===== config.mk =====
export PLATFORM = sky130hd
export DESIGN_NAME = ddr_frame_wr_sched
export DESIGN_NICKNAME = d
export VERILOG_FILES = /design/src/rtl/ddr_frame_wr_sched.sv
export SDC_FILE = /design/constraint.sdc
export NUM_CORES = 1
export LEC_CHECK = 0
export CAP_MARGIN = 20
export CORE_MARGIN = 2
export CORE_UTILIZATION = 37
export CTS_CLUSTER_DIAMETER = 200
export DETAILED_ROUTE_END_ITERATION = 8
export PLACE_DENSITY = 0.79
export RECOVER_POWER = 50
export SETUP_SLACK_MARGIN = 0.05
export SLEW_MARGIN = 20
export SYNTH_ARGS = -nofsm -noshare
export SYNTH_HDL_FRONTEND = slang
export SYNTH_SLANG_ARGS = --single-unit

===== constraint.sdc =====
create_clock -name clk -period 3.61 [get_ports clk]
set_input_delay 0.722 -clock clk [delete_from_list [all_inputs] [get_ports clk]]
set_output_delay 0.722 -clock clk [all_outputs]
set_load 0.02 [all_outputs]

===== src/rtl/ddr_frame_wr_sched.sv =====
// rtl/ddr_frame_wr_sched.sv - frame-at-a-time AXI write burst scheduler for the camera prefetch FIFO
// Rotates across FRAME_NUM buffers; a frame_start while busy abandons and rewrites the current buffer.

module ddr_frame_wr_sched #(
  parameter int unsigned ADDR_WIDTH   = 28,
  parameter int unsigned BURST_LEN    = 16,
  parameter int unsigned FRAME_WORDS  = 115200,
  parameter logic [31:0] FRAME_BASE   = 32'h0000_0000,
  parameter logic [31:0] FRAME_STRIDE = 32'h0020_0000,
  parameter int unsigned FRAME_NUM    = 3
) (
  input  logic                  clk,
  input  logic                  rst,
  input  logic                  frame_start,
  output logic                  fifo_rd_en,
  input  logic                  fifo_rd_vld,
  input  logic [127:0]          fifo_rd_data,
  output logic [ADDR_WIDTH-1:0] awaddr,
  output logic [7:0]            awlen,
  output logic                  awvalid,
  input  logic                  awready,
  output logic [127:0]          wdata,
  output logic                  wlast,
  output logic                  wvalid,
  input  logic                  wready,
  input  logic                  bvalid,
  input  logic [1:0]            bresp,
  output logic                  bready,
  output logic [1:0]            wr_frame_idx,
  output logic                  frame_done,
  output logic                  frame_abort,
  output logic                  bresp_err
);

  localparam int unsigned WC_W     = $clog2(FRAME_WORDS + 1);
  localparam logic [1:0]  BUF_LAST = 2'(FRAME_NUM - 1);
  localparam logic [8:0]  BURST_L  = 9'(BURST_LEN);

  typedef enum logic [1:0] {S_IDLE, S_ADDR, S_DATA, S_RESP} state_t;

  state_t                state_q, state_d;
  logic [1:0]            buf_idx_q, buf_idx_d;
  logic [1:0]            wr_frame_idx_q, wr_frame_idx_d;
  logic [WC_W-1:0]       word_cnt_q, word_cnt_d;
  logic [ADDR_WIDTH-1:0] addr_q, addr_d;
  logic [8:0]            blen_q, blen_d;
  logic [7:0]            beat_cnt_q, beat_cnt_d;
  logic                  start_pend_q, start_pend_d;
  logic                  aw_hold_q, aw_hold_d;
  logic                  bresp_err_q, bresp_err_d;

  logic [31:0]           remain;
  logic [8:0]            blen_c;
  logic [1:0]            buf_next;
  logic                  frame_last;
  logic                  aw_v;
  logic                  w_v;
  logic                  w_l;

  function automatic logic [ADDR_WIDTH-1:0] buf_base(input logic [1:0] idx);
    return ADDR_WIDTH'(FRAME_BASE) + ADDR_WIDTH'(FRAME_STRIDE) * ADDR_WIDTH'(idx);
  endfunction

  assign remain       = FRAME_WORDS - 32'(word_cnt_q);
  assign blen_c       = (remain < BURST_LEN) ? 9'(remain) : BURST_L;
  assign buf_next     = (buf_idx_q == BUF_LAST) ? 2'd0 : buf_idx_q + 2'd1;
  assign frame_last   = (32'(word_cnt_q) + 32'(blen_q)) == FRAME_WORDS;
  assign wr_frame_idx = wr_frame_idx_q;
  assign bresp_err    = bresp_err_q;

  always_ff @(posedge clk or posedge rst) begin
    if (rst) begin
      state_q        <= S_IDLE;
      buf_idx_q      <= 2'd0;
      wr_frame_idx_q <= BUF_LAST;
      word_cnt_q     <= '0;
      addr_q         <= '0;
      blen_q         <= '0;
      beat_cnt_q     <= '0;
      start_pend_q   <= 1'b0;
      aw_hold_q      <= 1'b0;
      bresp_err_q    <= 1'b0;
    end else begin
      state_q        <= state_d;
      buf_idx_q      <= buf_idx_d;
      wr_frame_idx_q <= wr_frame_idx_d;
      word_cnt_q     <= word_cnt_d;
      addr_q         <= addr_d;
      blen_q         <= blen_d;
      beat_cnt_q     <= beat_cnt_d;
      start_pend_q   <= start_pend_d;
      aw_hold_q      <= aw_hold_d;
      bresp_err_q    <= bresp_err_d;
    end
  end

  always_comb begin
    state_d        = state_q;
    buf_idx_d      = buf_idx_q;
    wr_frame_idx_d = wr_frame_idx_q;
    word_cnt_d     = word_cnt_q;
    addr_d         = addr_q;
    blen_d         = blen_q;
    beat_cnt_d     = beat_cnt_q;
    start_pend_d   = start_pend_q;
    aw_hold_d      = aw_hold_q;
    bresp_err_d    = bresp_err_q;
    aw_v           = 1'b0;
    w_v            = 1'b0;
    w_l            = 1'b0;
    fifo_rd_en     = 1'b0;
    awaddr         = '0;
    awlen          = '0;
    awvalid        = 1'b0;
    wdata          = '0;
    wlast          = 1'b0;
    wvalid         = 1'b0;
    bready         = 1'b0;
    frame_done     = 1'b0;
    frame_abort    = 1'b0;

    case (state_q)
      S_IDLE: begin
        if (frame_start) begin
          word_cnt_d = '0;
          addr_d     = buf_base(buf_idx_q);
          state_d    = S_ADDR;
        end
      end

      S_ADDR: begin
        // Only offer the burst once data is available, then keep it stable until accepted.
        aw_v    = fifo_rd_vld | aw_hold_q;
        awvalid = aw_v;
        awaddr  = addr_q;
        awlen   = 8'(blen_c - 9'd1);
        if (aw_v && awready) begin
          blen_d       = blen_c;
          beat_cnt_d   = '0;
          aw_hold_d    = 1'b0;
          start_pend_d = frame_start;
          state_d      = S_DATA;
        end else if (frame_start) begin
          frame_abort = 1'b1;
          aw_hold_d   = 1'b0;
          word_cnt_d  = '0;
          addr_d      = buf_base(buf_idx_q);
        end else begin
          aw_hold_d = aw_v;
        end
      end

      S_DATA: begin
        // An abandoned frame still finishes its burst with zero padding so AXI stays consistent.
        w_l    = beat_cnt_q == 8'(blen_q - 9'd1);
        wlast  = w_l;
        if (start_pend_q) begin
          w_v = 1'b1;
        end else begin
          w_v        = fifo_rd_vld;
          wdata      = fifo_rd_data;
          fifo_rd_en = fifo_rd_vld & wready;
        end
        wvalid = w_v;
        if (frame_start) start_pend_d = 1'b1;
        if (w_v && wready) begin
          beat_cnt_d = beat_cnt_q + 8'd1;
          if (w_l) state_d = S_RESP;
        end
      end

      S_RESP: begin
        bready = 1'b1;
        if (frame_start) start_pend_d = 1'b1;
        if (bvalid) begin
          if (bresp != 2'b00) bresp_err_d = 1'b1;
          if (start_pend_q || (frame_start && !frame_last)) begin
            frame_abort  = 1'b1;
            start_pend_d = 1'b0;
            word_cnt_d   = '0;
            addr_d       = buf_base(buf_idx_q);
            state_d      = S_ADDR;
          end else if (frame_last) begin
            frame_done     = 1'b1;
            wr_frame_idx_d = buf_idx_q;
            buf_idx_d      = buf_next;
            start_pend_d   = 1'b0;
            word_cnt_d     = '0;
            if (frame_start) begin
              addr_d  = buf_base(buf_next);
              state_d = S_ADDR;
            end else begin
              state_d = S_IDLE;
            end
          end else begin
            word_cnt_d = word_cnt_q + WC_W'(blen_q);
            addr_d     = addr_q + ADDR_WIDTH'({blen_q, 4'b0000});
            state_d    = S_ADDR;
          end
        end
      end

      default: state_d = S_IDLE;
    endcase
  end

endmodule


[After elaboration in Yosys (flattened, before gate mapping)]
Cells that the tools add are included.
Storage, ports and cells
  logic and storage cells: 109
  flip-flop bits (word level): 71
  output and inout port bits: 174
  input port bits: 137
Operators by class
  eq/ne operators: 13
  reduce and logical (&&, ||, !) cells: 18
  add/subtract/negate cells: 8
  magnitude comparators: 1
  bitwise operators: 3
  mux-type cells: 56
Operator list (count)
  $mux 128: 2
  $mux 28: 7
  $mux 17: 5
  $pmux 28 s3: 1
  $pmux 17 s3: 1
  $lt 32x5->1 const B: 1
  $add 28x13->28: 1
  $mux 1: 24
  $mux 8: 3
  $add 17x9->18: 1
  $eq 18x17->1 const B: 1
  $sub 17x17->18 const A: 1
  $add 17x9->17: 1
  $mux 2: 8
  $pmux 8 s2: 1
  $sub 8x1->8 const B: 2
  $ne 2x2->1 const B: 6
  $mux 9: 1
  $reduce_and 3->1: 3
  $add 8x1->8 const B: 1
  $eq 8x8->1: 1
  $pmux 2 s4: 1
  $reduce_and 4->1: 2
  $eq 2x2->1 const B: 3
  16 further kinds: 21

[Logic depth before layout (Yosys ltp)]
  depth after elaboration: 8
  depth in mapped cells: 14
  depth with buffers taken out: 12

[Worst setup path after synthesis]
Ideal clock, no wire load.
  path kind: reg-to-output
  start point: register word_cnt_q[0]
  end point: output awlen[4]
  slack: -0.322 ns
  cell stages (with the launch flop): 13
  data required time: 2.888 ns
  arrival: 3.210 ns
  buffers on the path: 0
  cells stage by stage: dfrtp_1 > inv_1 > ha_1 > or3b_2 > or3_1 > a211oi_1 > a31oi_1 > or3_1 > a211oi_2 > nand2_1 > ha_1 > and4_1 > o21a_1
On the way
  cells in the longest elaborated chain, start to end: 5
RTL lines
  start, declared: RTL line 44  | logic [WC_W-1:0] word_cnt_q, word_cnt_d;
  start signal, assigned: RTL line 87  | word_cnt_q <= word_cnt_d;
  $sub 17x17->18 (*): RTL line 64  | assign remain = FRAME_WORDS - 32'(word_cnt_q);
  $lt 32x5->1: RTL line 65  | assign blen_c = (remain < BURST_LEN) ? 9'(remain) : BURST_L;
  $mux 9 (*): RTL line 65
  $sub 8x1->8 (*): RTL line 136  | awlen = 8'(blen_c - 9'd1);
  $mux 8 (*): RTL line 122  | case (state_q)
  end, declared: RTL line 19  | output logic [7:0] awlen,
Mark *: on every way between the ends. The rest lies on a longest branch, timed or not.

[Final worst setup path]
Ends and elaborated chain as after synthesis.

==> summary by stage <==
Status
The run finished, with violations left. The final reports fail on setup timing.

Yosys
The post-synthesis sequential element count is 67. The number of warnings reported in the yosys synthesis log is 0. The cell area that synthesis handed to floorplanning was slightly below 6000 sq um. The cell with the most instances after synthesis is and2_1. The share of the Yosys chip area taken by registers is 28.4%. Of all flip-flops after synthesis, the portion carrying an async set or reset was 100%.

The number of enable flip-flop cells after synthesis is 0. In this run the biggest area consumer among cell types represents around 28% of the synthesized area. The biggest area contributor in the post-synthesis netlist is dfrtp_1. The cell count after synthesis came out at ~740. In the synthesized netlist the dominant register cell turns out to be dfrtp_1. In this run the mean area of a mapped cell was slightly below 8 sq um. The unique cell type count in the Yosys netlist is 70.

In the post-synthesis netlist, the biggest area contributors are dfrtp_1 (28%), and2_1 (17%), ha_1 (5.7%), nand2_1 (4.0%), o21ai_0 (3.3%). Ranked by instance count, the synthesized netlist is headed by and2_1 (161), dfrtp_1 (66), nand2_1 (63), o21ai_0 (39), clkbuf_1 (36).

GRT
The number of global-route vias before repair is 6793. The overall track demand over capacity in global routing is between 30% and 40%. For this run the aggregate overflow at the end of global routing stands at 0. The first global-routing pass estimated around 41000 um of wire.

After global routing, the most crowded layer is met2. Entering global routing, the biggest net connects roughly 110 pins. For met3 alone, demand over resource in global routing was 7.59%. The fraction of met2 tracks used by global routing is between 50% and 60%. The initial antenna violation count is 5. For this run, global-route usage on met1 was measured as 40.2%.

Final layout
Relative to the synthesized area, the layout overhead comes to 83.7%. The finished cells cover between 10000 and 15000 sq um. At the end of the flow, the number of nets in the layout was 1309.

The end-of-flow core utilization is 69.0%. In the final layout, the share of cells above drive strength 1 is 20.0%.

Setup path
Counting cells, the worst reg-to-reg path comes to 22. In this run the critical register-to-register path is launched from word_cnt_q[0]. For flop-to-flop paths, the worst setup slack is -0.02 ns.

STA classifies the critical path startpoint as a register. The required arrival time at the worst endpoint is 2.89 ns. The type of element capturing the critical path is a primary output. The endpoint arrival time on the critical path is around 3.4 ns. Along the worst path, the maximum fanout reaches 4. The critical path is of the register to primary output type.

The source of the critical timing path is word_cnt_q[0].

Placement
Once placement finished, the instance area stood at just under 10000 sq um. The routability congestion estimate from global placement is 0.909. The number of buffers added on ports is between 300 and 400. Summed over all nets, the half-perimeter wirelength after detailed placement is approximately 23000 um.

Power
The clock network fraction of design power is between 20% and 30%. Cell internal power was estimated by the tool at between 2000 and 3000 uW. The overall power after layout is 4470 uW.

In this run switching power makes up 40.9% of total power. Summed over all cells, the static leakage comes to about 0.0046 uW. For this design the total switching power over the nets is 1830 uW.

The share of total power in sequential cells is 19.5%. The part of the total power dissipated in combinational logic is a little under three fifths. For this design the ratio of total power to cell area is 412 nW/um^2. Across the VDD grid, the largest voltage drop is 0.000288 V.

Drt
The per-cell routed wire length is between 20 and 25 um. The initial DRC count is between 500 and 600. The total detailed-routing wirelength is roughly 30000 um. The antenna violation net count after detailed routing is 0. The final route contains roughly 7300 vias. The first detailed-routing pass ran for 7 iterations.

Dividing the detail-routed via count by the number of cells gives ~5.3. After detailed routing, the number of remaining DRC violations is 0.

Timing
The fmax is 243 MHz. For the final routed database, the setup TNS stands at -3.95 ns. The setup skew after layout is ~0.011 ns. The slew at the pin closest to its max-slew limit is ~1.4 ns. Setup violations remaining at the end of the flow were counted as 12. The total count of max-transition violations in the final report is 0. The final critical delay including setup and external delays is about 4.1 ns. The final worst-path cycle share is 114%. The count of endpoints failing hold in the final timing report is 0. Setup repair after global routing could not meet its margin everywhere. Hold is met by ~0.49 ns.

The worst pin sits at a relative slew slack of 5.31%. The setup slack after layout is -0.506 ns.

Floorplanning
The die boundary height is about 130 um. slightly above 300 I/O pins were placed. The initial cell density of the core is a little under two fifths.

The placeable core region is between 15000 and 20000 sq um. The area of the die is around 17000 sq um. The die is roughly 130 um wide.

In this run the core area contains 46 standard-cell rows.

Clock tree
TritonCTS built the clock tree. The number of sinks handled by clock tree synthesis is 67. In this run, CTS created clock tree buffers numbering 9.

The number of hold buffers added after CTS was 0. The tree is rooted in a clkbuf_16. The clock slew at the register clock pins of the worst setup and hold paths is approximately 0.060 ns. The maximum level of the CTS H-tree is 3.

The clock latency at the later pin of the worst-skew pair is roughly 0.34 ns. The clock passes through at most 2 buffers.

Worst hold path
The instance count along the most critical hold path is 1. The kind of path behind the tightest hold check is register to register. The start point of the worst min-delay path is bresp_err.

Run
The total of max-cap violations is 0.
-- final timing paths --
kind / end
setup / recovery: awlen[4]
hold / removal: bresp_err
min in group asynchronous: addr_q[17]
setup reg to reg: word_cnt_q[6]
max in group asynchronous: word_cnt_q[0]
hold reg to reg: bresp_err
-- registers in the layout, indices dropped and copies added (netlist names) --
register and flops:
wr_frame_idx 2, state_q 2, beat_cnt_q 8, aw_hold_q 1, blen_q 9, addr_q 24
bresp_err 1, buf_idx_q 2, start_pend_q 1, word_cnt_q 17
-- logic make-up after synthesis --
family / share of synthesized area (%)
buf+inv: 4.64
simple gates: 35.9
mux: 1.95
fa+ha+maj: 6.40
compound gates: 17.2
other cells: 0.0635
flops: 28.4
xor+xnor: 5.49
-- power by group through the flow --
| stage | registers (uW) | logic, uW | clock network (uW) |
|---|---|---|---|
| final | 871 | 2550 | 1050 |
| after global routing | 881 | 2700 | 1090 |
| after CTS | 868 | 2430 | 1050 |
| after detailed placement | 881 | 2410 | 0 |
| after global placement | 878 | 2390 | 0 |
| after floorplan | 862 | 1240 | 0 |
-- layout by cell type, fill, tap and decap left out, types with 4 or more instances in the layout --
master	count
a21o_1	6
a21oi_2	8
o2bb2ai_1	4
a31oi_1	6
nand2_1	60
dfrtp_1	65
nand2b_1	10
clkbuf_16	10
buf_4	106
inv_1	16
nand4_1	9
or4_4	6
ha_1	24
dlygate4sd3_1	9
nor2b_1	8
clkbuf_1	4
and2_1	156
mux2_2	4
buf_12	5
and3_1	12
o31ai_1	15
clkdlybuf4s50_1	286
xnor2_1	18
conb_1	4
nand3_1	20
nor3_1	12
o21ai_0	34
o211ai_1	5
o21bai_1	5
nor2_1	31
o21a_1	6
a21oi_1	22
or3_1	14
or3_4	4
mux2i_1	7
xor2_1	15
buf_6	22
-- layer usage --
layer,wire length [um],vias to the layer above
li1,-,3375
met1,10800,3404
met2,13700,369
met3,2290,106
met4,2310,6
met5,43,-
-- area by class of cell --
class | count | area [sq um]
fillers | 1213 | 4870
multi-input cells | 612 | 4320
repair buffers | 435 | 4150
flip-flops and latches | 67 | 1680
well taps | 216 | 270
clock buffers | 10 | 239
clock inverters | 6 | 113
inverters | 18 | 67.6
diodes | 2 | 5.00
-- repair_timing --
item                                    CTS  global route
setup buffers                            36            10
gates cloned                              0             1
pin swaps                                27            21
endpoints found under the setup margin   20            51
resized for setup                        88            57
-- through the flow --
stage | std cells | setup WS (ns)
after floorplan | 745 | -0.172
after global placement | 1311 | -0.530
after detailed placement | 1311 | -0.570
after CTS | 1363 | -0.441
after global routing | 1364 | -0.620
final | 1366 | -0.506
-- worst max-delay path, cell delays in order (launching register included) --
cell and delay, ns:
dfrtp_2 0.42, inv_2 0.08, ha_4 0.12, or3b_4 0.37, or3_4 0.37, a211oi_2 0.20
a31oi_1 0.08, or3_1 0.36, a211oi_4 0.24, nand2_2 0.14, ha_4 0.20, and4_1 0.15
o21a_2 0.20, buf_6 0.13
(Power assumes the default switching activity.)
